`config.mk`:
```
export PLATFORM = sky130hd
export DESIGN_NAME = and_fault_bist_ctrl_flat
export DESIGN_NICKNAME = d
export VERILOG_FILES = /design/src/rtl/and_bist_pkg.sv /design/src/rtl/and_fault_bist_ctrl_if.sv /design/src/rtl/and_fault_classify.sv /design/src/rtl/and_fault_bist_ctrl.sv /design/src/flat_wrapper.sv
export SDC_FILE = /design/constraint.sdc
export NUM_CORES = 1
export LEC_CHECK = 0
export BUFFER_PORTS_ARGS = -buffer_cell sky130_fd_sc_hd__buf_2
export CORE_ASPECT_RATIO = 2
export CORE_MARGIN = 2
export CORE_UTILIZATION = 25
export CTS_BUF_LIST = sky130_fd_sc_hd__clkbuf_16
export DETAILED_ROUTE_END_ITERATION = 10
export GPL_ROUTABILITY_DRIVEN = 0
export PLACE_DENSITY = 0.39
export RECOVER_POWER = 25
export SLEW_MARGIN = 20
export SYNTH_ARGS = -nofsm -noshare
export SYNTH_HDL_FRONTEND = slang
export SYNTH_SLANG_ARGS = --single-unit
```
`constraint.sdc`:
```
create_clock -name clk -period 3.31 [get_ports clk]
set_input_delay 0.8275 -clock clk [delete_from_list [all_inputs] [get_ports clk]]
set_output_delay 0.8275 -clock clk [all_outputs]
set_load 0.01 [all_outputs]
```
`src/rtl/and_bist_pkg.sv`:
```
// rtl/and_bist_pkg.sv - shared types and constants for the AND-cell stuck-at self-test
package and_bist_pkg;

   localparam int NUM_VEC = 4;
   localparam int VEC_W   = 2;
   localparam int FC_W    = 3;

   typedef enum logic [2:0] {
      ST_IDLE,
      ST_SETTLE,
      ST_SAMPLE,
      ST_CLASSIFY,
      ST_DONE
   } state_t;

   localparam logic [FC_W-1:0] FC_OK      = 3'd0;
   localparam logic [FC_W-1:0] FC_A_SA1   = 3'd1;
   localparam logic [FC_W-1:0] FC_B_SA1   = 3'd2;
   localparam logic [FC_W-1:0] FC_SA0_ANY = 3'd3;
   localparam logic [FC_W-1:0] FC_Z_SA1   = 3'd4;
   localparam logic [FC_W-1:0] FC_MULTI   = 3'd5;

endpackage

```
`src/rtl/and_fault_bist_ctrl_if.sv`:
```
// rtl/and_fault_bist_ctrl_if.sv - control and CUT-facing signal bundle of the AND-cell tester
interface and_fault_bist_ctrl_if;
   import and_bist_pkg::*;

   logic                start;
   logic                dut_z;
   logic                test_a;
   logic                test_b;
   logic                busy;
   logic                done;
   logic [NUM_VEC-1:0]  mismatch;
   logic [FC_W-1:0]     fault_class;
   logic [2:0]          err_count;

   modport master (
      output start, dut_z,
      input  test_a, test_b, busy, done, mismatch, fault_class, err_count
   );

   modport slave (
      input  start, dut_z,
      output test_a, test_b, busy, done, mismatch, fault_class, err_count
   );

endinterface

```
`src/rtl/and_fault_classify.sv`:
```
// rtl/and_fault_classify.sv - maps the 4-bit mismatch mask to a single stuck-at fault class
module and_fault_classify
   import and_bist_pkg::*;
(
   input  logic [NUM_VEC-1:0] mismatch,
   output logic [FC_W-1:0]    fault_class
);

   always_comb begin
      fault_class = FC_MULTI;
      case (mismatch)
         4'b0000: fault_class = FC_OK;
         4'b0010: fault_class = FC_A_SA1;
         4'b0100: fault_class = FC_B_SA1;
         4'b1000: fault_class = FC_SA0_ANY;
         4'b0111: fault_class = FC_Z_SA1;
         default: fault_class = FC_MULTI;
      endcase
   end

endmodule

```
`src/rtl/and_fault_bist_ctrl.sv`:
```
// rtl/and_fault_bist_ctrl.sv - clocked exhaustive tester and stuck-at classifier for a 2-input AND cell
module and_fault_bist_ctrl
   import and_bist_pkg::*;
#(
   parameter  int SETTLE_CYCLES = 4,
   localparam int CNT_W         = $clog2(SETTLE_CYCLES + 1)
) (
   input  logic                  clk,
   input  logic                  rst_n,
   and_fault_bist_ctrl_if.slave  bus
);

   state_t             state, state_nxt;
   logic [CNT_W-1:0]   cnt;
   logic [VEC_W-1:0]   vec;
   logic               test_a, test_b, busy, done;
   logic [NUM_VEC-1:0] mismatch;
   logic [FC_W-1:0]    fault_class, fc_comb;
   logic [2:0]         err_count;
   logic               accept, settled, last_vec;

   assign accept   = ((state == ST_IDLE) || (state == ST_DONE)) && bus.start;
   assign settled  = (cnt == CNT_W'(SETTLE_CYCLES - 1));
   assign last_vec = (vec == VEC_W'(NUM_VEC - 1));

   and_fault_classify u_classify (
      .mismatch    (mismatch),
      .fault_class (fc_comb)
   );

   always_ff @(posedge clk or negedge rst_n) begin
      if (!rst_n) state <= ST_IDLE;
      else        state <= state_nxt;
   end

   always_comb begin
      state_nxt = state;
      case (state)
         ST_IDLE, ST_DONE: if (accept) state_nxt = ST_SETTLE;
         ST_SETTLE:        if (settled) state_nxt = ST_SAMPLE;
         ST_SAMPLE:        state_nxt = last_vec ? ST_CLASSIFY : ST_SETTLE;
         ST_CLASSIFY:      state_nxt = ST_DONE;
         default:          state_nxt = ST_IDLE;
      endcase
   end

   // The applied vector is always {test_a,test_b} == vec, so golden Z is just their AND.
   always_ff @(posedge clk or negedge rst_n) begin
      if (!rst_n) begin
         cnt         <= '0;
         vec         <= '0;
         test_a      <= 1'b0;
         test_b      <= 1'b0;
         busy        <= 1'b0;
         done        <= 1'b0;
         mismatch    <= '0;
         fault_class <= FC_OK;
         err_count   <= '0;
      end else begin
         done <= (state == ST_CLASSIFY);
         if (accept) begin
            vec       <= '0;
            test_a    <= 1'b0;
            test_b    <= 1'b0;
            cnt       <= '0;
            mismatch  <= '0;
            err_count <= '0;
            busy      <= 1'b1;
         end
         case (state)
            ST_SETTLE: cnt <= cnt + 1'b1;
            ST_SAMPLE: begin
               if (bus.dut_z != (test_a & test_b)) begin
                  mismatch[vec] <= 1'b1;
                  err_count     <= err_count + 3'd1;
               end
               if (!last_vec) begin
                  vec               <= vec + 2'd1;
                  {test_a, test_b}  <= vec + 2'd1;
                  cnt               <= '0;
               end
            end
            ST_CLASSIFY: begin
               fault_class <= fc_comb;
               busy        <= 1'b0;
            end
            default: ;
         endcase
      end
   end

   assign bus.test_a      = test_a;
   assign bus.test_b      = test_b;
   assign bus.busy        = busy;
   assign bus.done        = done;
   assign bus.mismatch    = mismatch;
   assign bus.fault_class = fault_class;
   assign bus.err_count   = err_count;

endmodule

```
`src/flat_wrapper.sv`:
```
// flat-port wrapper written by rule: the top's interface ports become plain ports
module and_fault_bist_ctrl_flat import and_bist_pkg::*;
#(
   parameter  int SETTLE_CYCLES = 4,
   localparam int CNT_W         = $clog2(SETTLE_CYCLES + 1)
)
  (clk, rst_n, bus_start, bus_dut_z, bus_test_a, bus_test_b, bus_busy, bus_done, bus_mismatch, bus_fault_class, bus_err_count);
  and_fault_bist_ctrl_if bus_i ();
  input  logic clk;
  input  logic rst_n;
  input wire logic [$bits(bus_i.start)-1:0] bus_start;
  input wire logic [$bits(bus_i.dut_z)-1:0] bus_dut_z;
  output wire logic [$bits(bus_i.test_a)-1:0] bus_test_a;
  output wire logic [$bits(bus_i.test_b)-1:0] bus_test_b;
  output wire logic [$bits(bus_i.busy)-1:0] bus_busy;
  output wire logic [$bits(bus_i.done)-1:0] bus_done;
  output wire logic [$bits(bus_i.mismatch)-1:0] bus_mismatch;
  output wire logic [$bits(bus_i.fault_class)-1:0] bus_fault_class;
  output wire logic [$bits(bus_i.err_count)-1:0] bus_err_count;
  assign bus_i.start = bus_start;
  assign bus_i.dut_z = bus_dut_z;
  assign bus_test_a = bus_i.test_a;
  assign bus_test_b = bus_i.test_b;
  assign bus_busy = bus_i.busy;
  assign bus_done = bus_i.done;
  assign bus_mismatch = bus_i.mismatch;
  assign bus_fault_class = bus_i.fault_class;
  assign bus_err_count = bus_i.err_count;
  and_fault_bist_ctrl #(.SETTLE_CYCLES(SETTLE_CYCLES)) u_core (.clk(clk), .rst_n(rst_n), .bus(bus_i));
endmodule
```
==> results.json, run 1 <==
{
  "finalCritPeriodShare": 0.508,
  "dp_hpwl_um": 1900,
  "crit_type": "flop to output pin",
  "finalCoreUtilization": 0.304,
  "clock_sinks": 22,
  "slew_headroom": 0.183,
  "seqCellArea_um2": 551,
  "critPathLaunchType": "flop",
  "synthCells": 102,
  "cp_cell_sequence": "buf_2",
  "die_h_um": 98.2,
  "yosys.area_share.simple": 0.161,
  "drt-vias-per-instance": 4.74,
  "irDropWorstVdd_mv": 0.323,
  "synth_area_per_cell_um2": 10.9,
  "synthArstFlopShare": 1.00,
  "synth_edf_count": 0,
  "cap_viol_max_count": 0,
  "worstPathArrival_ns": 0.85,
  "placed_cell_area_um2": 1230,
  "synth.area.mux_share": 0.0271,
  "yosysMostFrequentCell": "dfrtp_1",
  "critPathTopFamily": "flip-flops",
  "power_leakage_uw": 0.000652,
  "synthAdderAreaFrac": 0.0880,
  "path_max_fanout": 5,
  "cts_buffers": 3,
  "wl_um": 2370,
  "fin_nets": 132,
  "tightest_slew_ns": 1.23,
  "wl_per_cell_um": 13.7,
  "slowest_delay_ns": 0.44,
  "cts_hold_buf": 0,
  "timing.fmax_ghz": 0.594,
  "grt_pass1_wl_um": 3860,
  "synthesis.area_um2": 1110,
  "fin_setup_tns_ns": 0,
  "fin_ws_ns": 1.63,
  "hp-class": "flop to flop",
  "initial_core_util": 0.258,
  "drive_gt1_frac": 0.185,
  "clkLatencyLatePin_ns": 0.25,
  "io_pins": 18,
  "finalInstanceArea_um2": 1310,
  "synth_seq_cells": 22,
  "drc": 0,
  "synthTopCellsByArea": "dfrtp_1, ha_1, nand2_1",
  "ctsResizeCount": 0,
  "cp.required_ns": 2.48,
  "power_density_nw_per_um2": 759,
  "core_um2": 4300,
  "crit_slowest_cell": "dfrtp_1",
  "whs_ns": 0.475,
  "die-area_um2": 5020,
  "place_ws_ns": 1.51,
  "cts_setup_buffers": 0,
  "std_cell_rows": 34,
  "period_minus_slack_ns": 1.68,
  "vias": 820,
  "area_delta_synth_final_pct": 17.9,
  "finalSetupViolations": 0,
  "rsz0062_at_grt": "false",
  "synth_common_cells": "dfrtp_1, nand2_1, ha_1, inv_1",
  "ys_seq_area_frac": 0.497,
  "io_buffer_count": 17,
  "first_global_vias": 802,
  "die_w_um": 51.1,
  "syn_nets": 113,
  "synth-compound-area-share": 0.170,
  "first_pass_iters": 4,
  "fillerInstances": 461,
  "htreeDepth": 1,
  "multi_input_area_um2": 504,
  "status": "finished clean",
  "drt_iter0_drc": 10,
  "antennaDiodeCount": 0,
  "clk_pin_slew_worst_paths_ns": 0.06,
  "synth_xor_area_frac": 0.00790,
  "detail-route-antenna-nets": 0,
  "synth_top_family_by_area": "compound AO/OA/AOI/OAI gates",
  "cts_root_buf": "clkbuf_16",
  "grt_overflow": 0,
  "tritoncts": "done",
  "skew_ns": 0.00179,
  "hold_viol_final": 0,
  "yosys_warnings": 0,
  "worst-path-buf-inv": 1,
  "synth.top_cell.area_share": 0.497,
  "track_usage": 0.104,
  "synth_cell_types": 31,
  "endpoint_kind": "output pin",
  "synth_top_cell_by_area": "dfrtp_1",
  "slew_viol_final": 0,
  "clock_path_buffers": 2,
  "grt_max_degree": 23,
  "antenna_found_initial": 0,
  "ys.flop_type": "dfrtp_1"
}
## flip-flops by register name (all words and copies together), names as in the netlist
name / flops
u_core.bus.busy: 1
u_core.bus.done: 1
u_core.bus.err_count: 3
u_core.bus.fault_class: 3
u_core.bus.mismatch: 4
u_core.bus.test_a: 1
u_core.bus.test_b: 1
u_core.cnt: 3
u_core.state: 3
u_core.vec: 2
## tightest hold or removal path, stage by stage (launching register included)
cell	delay, ns
dfrtp_1	0.34
nand2_1	0.05
nand2_1	0.05
## final timing paths
kind	start	to	slack, ns	depth (start not counted)
worst max-delay path	u_core.bus.test_a$_DFF_PN0_	bus_test_a	1.63	1
worst min-delay path	u_core.bus.busy$_DFFE_PN0P_	u_core.bus.busy$_DFFE_PN0P_	0.47	2
worst max register to register	u_core.vec[1]$_DFF_PN0_	u_core.vec[1]$_DFF_PN0_	1.81	4
worst min register to register	u_core.bus.busy$_DFFE_PN0P_	u_core.bus.busy$_DFFE_PN0P_	0.47	2
max in group asynchronous	rst_n	u_core.bus.err_count[0]$_DFF_PN0_	1.77	1
min in group asynchronous	rst_n	u_core.bus.done$_DFF_PN0_	0.82	1
## area by class of cell
cell class                      instances  share of cell area
Timing Repair Buffer                   17              0.0641
Tap cell                               54              0.0517
Clock buffer                            3              0.0574
Multi-Input combinational cell         70               0.386
Inverter                                7              0.0201
Sequential cell                        22               0.421
## metal layers
metal | vias up | wire [µm] | track usage
li1 | 398 | - | -
met1 | 398 | 850 | 0.103
met2 | 22 | 1390 | 0.200
met3 | 2 | 97 | 0.0199
met4 | 0 | 34 | 0.0437
met5 | - | 0 | 0
## cell usage in the layout, fill, tap and decap left out, drive strengths merged, types with 2 or more instances in the layout
cell | Yosys | layout
a21oi | 4 | 4
a22o | 6 | 6
a22oi | 2 | 2
buf | 3 | 16
clkbuf | 0 | 4
dfrtp | 22 | 22
ha | 7 | 7
inv | 7 | 7
mux2i | 3 | 3
nand2 | 14 | 14
nand2b | 3 | 3
nand3 | 2 | 2
nand3b | 2 | 2
nor3 | 2 | 2
o211ai | 2 | 2
o21ai | 6 | 6
o22ai | 3 | 3
or2 | 2 | 2
or4b | 2 | 2
## cell families after synthesis
family                     Yosys count
adders and majority gates            8
AOI/OAI and AO/OA                   28
DFF                                 22
and+or+nand+nor                     30
xor gates and xnor gates             1
muxes                                3
buffers and inverters               10
## power by group
group	internal, µW	switching (µW)
Combinational	147	180
Sequential	341	77.8
Clock	159	88.0
Total	647	345
## through the flow
step / power, µW / instances
3_5_place_dp: 760 / 170
5_1_grt: 1070 / 173
3_3_place_gp: 746 / 170
6_report: 992 / 173
4_1_cts: 1020 / 173
2_1_floorplan: 666 / 102
Power figures use the tool's default switching activity.
==> run 2: changes to the inputs <==
- PLACE_DENSITY: 0.39 -> 0.4
- clock period: 3.31 -> 1.5 ns (I/O delays scaled with it)
==> results.json, run 2 (synthesized netlist as in run 1, its figures left out) <==
{
  "initial_core_util": 0.258,
  "clock_sinks": 22,
  "grt_overflow": 0,
  "clk_pin_slew_worst_paths_ns": 0.06,
  "clkLatencyLatePin_ns": 0.25,
  "worstPathArrival_ns": 1.51,
  "drc": 0,
  "skew_ns": 0.00161,
  "io_buffer_count": 17,
  "drt-met1-wl_um": 848,
  "drt_iter0_drc": 8,
  "finalSetupViolations": 0,
  "power_density_nw_per_um2": 1650,
  "status": "finished clean",
  "power_leakage_uw": 0.000680,
  "cts_root_buf": "clkbuf_16",
  "grt_max_degree": 23,
  "slowest_delay_ns": 0.50,
  "drive_gt1_frac": 0.232,
  "core_um2": 4300,
  "crit_type": "flop to flop",
  "cap_viol_max_count": 0,
  "htreeDepth": 1,
  "period_minus_slack_ns": 1.39,
  "cp.required_ns": 1.62,
  "detail-route-antenna-nets": 0,
  "hp-class": "input pin to async pin",
  "endpoint_kind": "flop",
  "vias": 831,
  "first_pass_iters": 4,
  "clock_path_buffers": 2,
  "die_w_um": 51.1,
  "die-area_um2": 5020,
  "cts_buffers": 3,
  "track_usage": 0.103,
  "grt_pass1_wl_um": 3810,
  "antennaDiodeCount": 0,
  "met2_length_um": 1340,
  "dp_hpwl_um": 1910,
  "cp_cell_sequence": "ha_2 > or4b_4 > nand2_1 > o22ai_1",
  "slew_headroom": 0.196,
  "hold_viol_final": 0,
  "wl_per_cell_um": 13.1,
  "top_layer": "met4",
  "tightest_slew_ns": 1.21,
  "dp_cells": 176,
  "antenna_found_initial": 0,
  "die_h_um": 98.2,
  "drt-vias-per-instance": 4.64,
  "rsz0062_at_grt": "false",
  "finalCritPeriodShare": 0.927,
  "io_pins": 18,
  "path_max_fanout": 5,
  "area_delta_synth_final_pct": 22.2,
  "fin_cells": 179,
  "fin_setup_tns_ns": 0,
  "dr_wl_met3_um": 103,
  "timing.fmax_ghz": 0.719,
  "final_common_cell": "dfrtp_1",
  "irDropWorstVdd_mv": 0.738,
  "fin_nets": 138,
  "std_cell_rows": 34,
  "final_cell_mix": "dfrtp_1, buf_2, nand2_1",
  "wl_um": 2340,
  "reg2regPathDepth": 4,
  "whs_ns": 0.353,
  "largest_reg_flops": 4,
  "critPathLaunchType": "flop",
  "cts_hold_buf": 0,
  "fillerInstances": 451,
  "crit_slowest_cell": "or4b_4",
  "tritoncts": "done",
  "finalInstanceArea_um2": 1360,
  "first_global_vias": 837,
  "placed_cell_area_um2": 1280,
  "largest-register": "u_core.bus.mismatch",
  "slew_viol_final": 0
}
## run 2: area by class of cell
class	instances	area (µm²)	share of cell area
repair buffers	23	129	0.0951
clock buffers	3	75.1	0.0554
flip-flops and latches	22	551	0.406
inverters	7	26.3	0.0194
multi-input cells	70	507	0.374
well taps	54	67.6	0.0499
## run 2: path summary, 6_finish.rpt
check | slack [ns] | end | startpoint
setup / recovery | 0.11 | u_core.cnt[0]$_DFF_PN0_ | u_core.vec[0]$_DFF_PN0_
hold / removal | 0.35 | u_core.bus.fault_class[2]$_DFFE_PN0P_ | rst_n
setup reg to reg | 0.11 | u_core.cnt[0]$_DFF_PN0_ | u_core.vec[0]$_DFF_PN0_
hold reg to reg | 0.48 | u_core.bus.fault_class[0]$_DFFE_PN0P_ | u_core.bus.fault_class[0]$_DFFE_PN0P_
max in group asynchronous | 0.43 | u_core.bus.err_count[2]$_DFF_PN0_ | rst_n
min in group clk | 0.42 | u_core.state[2]$_DFFE_PN0P_ | bus_start
## run 2: power breakdown
part / internal, µW / leakage, µW / total, µW / switching [µW]
Clock: 352 / 0.0000370 / 553 / 201
Combinational: 363 / 0.000351 / 781 / 418
Sequential: 753 / 0.000292 / 903 / 150
Total: 1470 / 0.000680 / 2240 / 770
## run 2: routing by layer
metal / global-route usage / up-vias
met3: 0.0199 / 5
met1: 0.0975 / 395
met4: 0.0499 / 0
li1: - / 411
met5: 0 / -
met2: 0.199 / 20
## run 2: critical path: cells and delay by family, from the launching register on
kind,cells,cell delay (ns)
AOI/OAI and AO/OA,1,0.07
and+or+nand+nor,2,0.58
DFF,1,0.38
adders and majority gates,1,0.22
## run 2: stage by stage
stage | worst slack [ns] | power (µW) | util
6_report | 0.110 | 2240 | 0.315
5_1_grt | 0.0226 | 2430 | 0.315
4_1_cts | 0.0474 | 2280 | 0.315
3_5_place_dp | 0.0568 | 1720 | 0.298
3_3_place_gp | 0.0760 | 1710 | 0.298
2_1_floorplan | 0.113 | 1470 | -
## run 2: repair_timing
| action | 4_1_cts | 5_1_grt |
|---|---|---|
| buffers inserted | 0 | 0 |
| resized for setup | 0 | 1 |
| setup endpoints to repair | 0 | 5 |
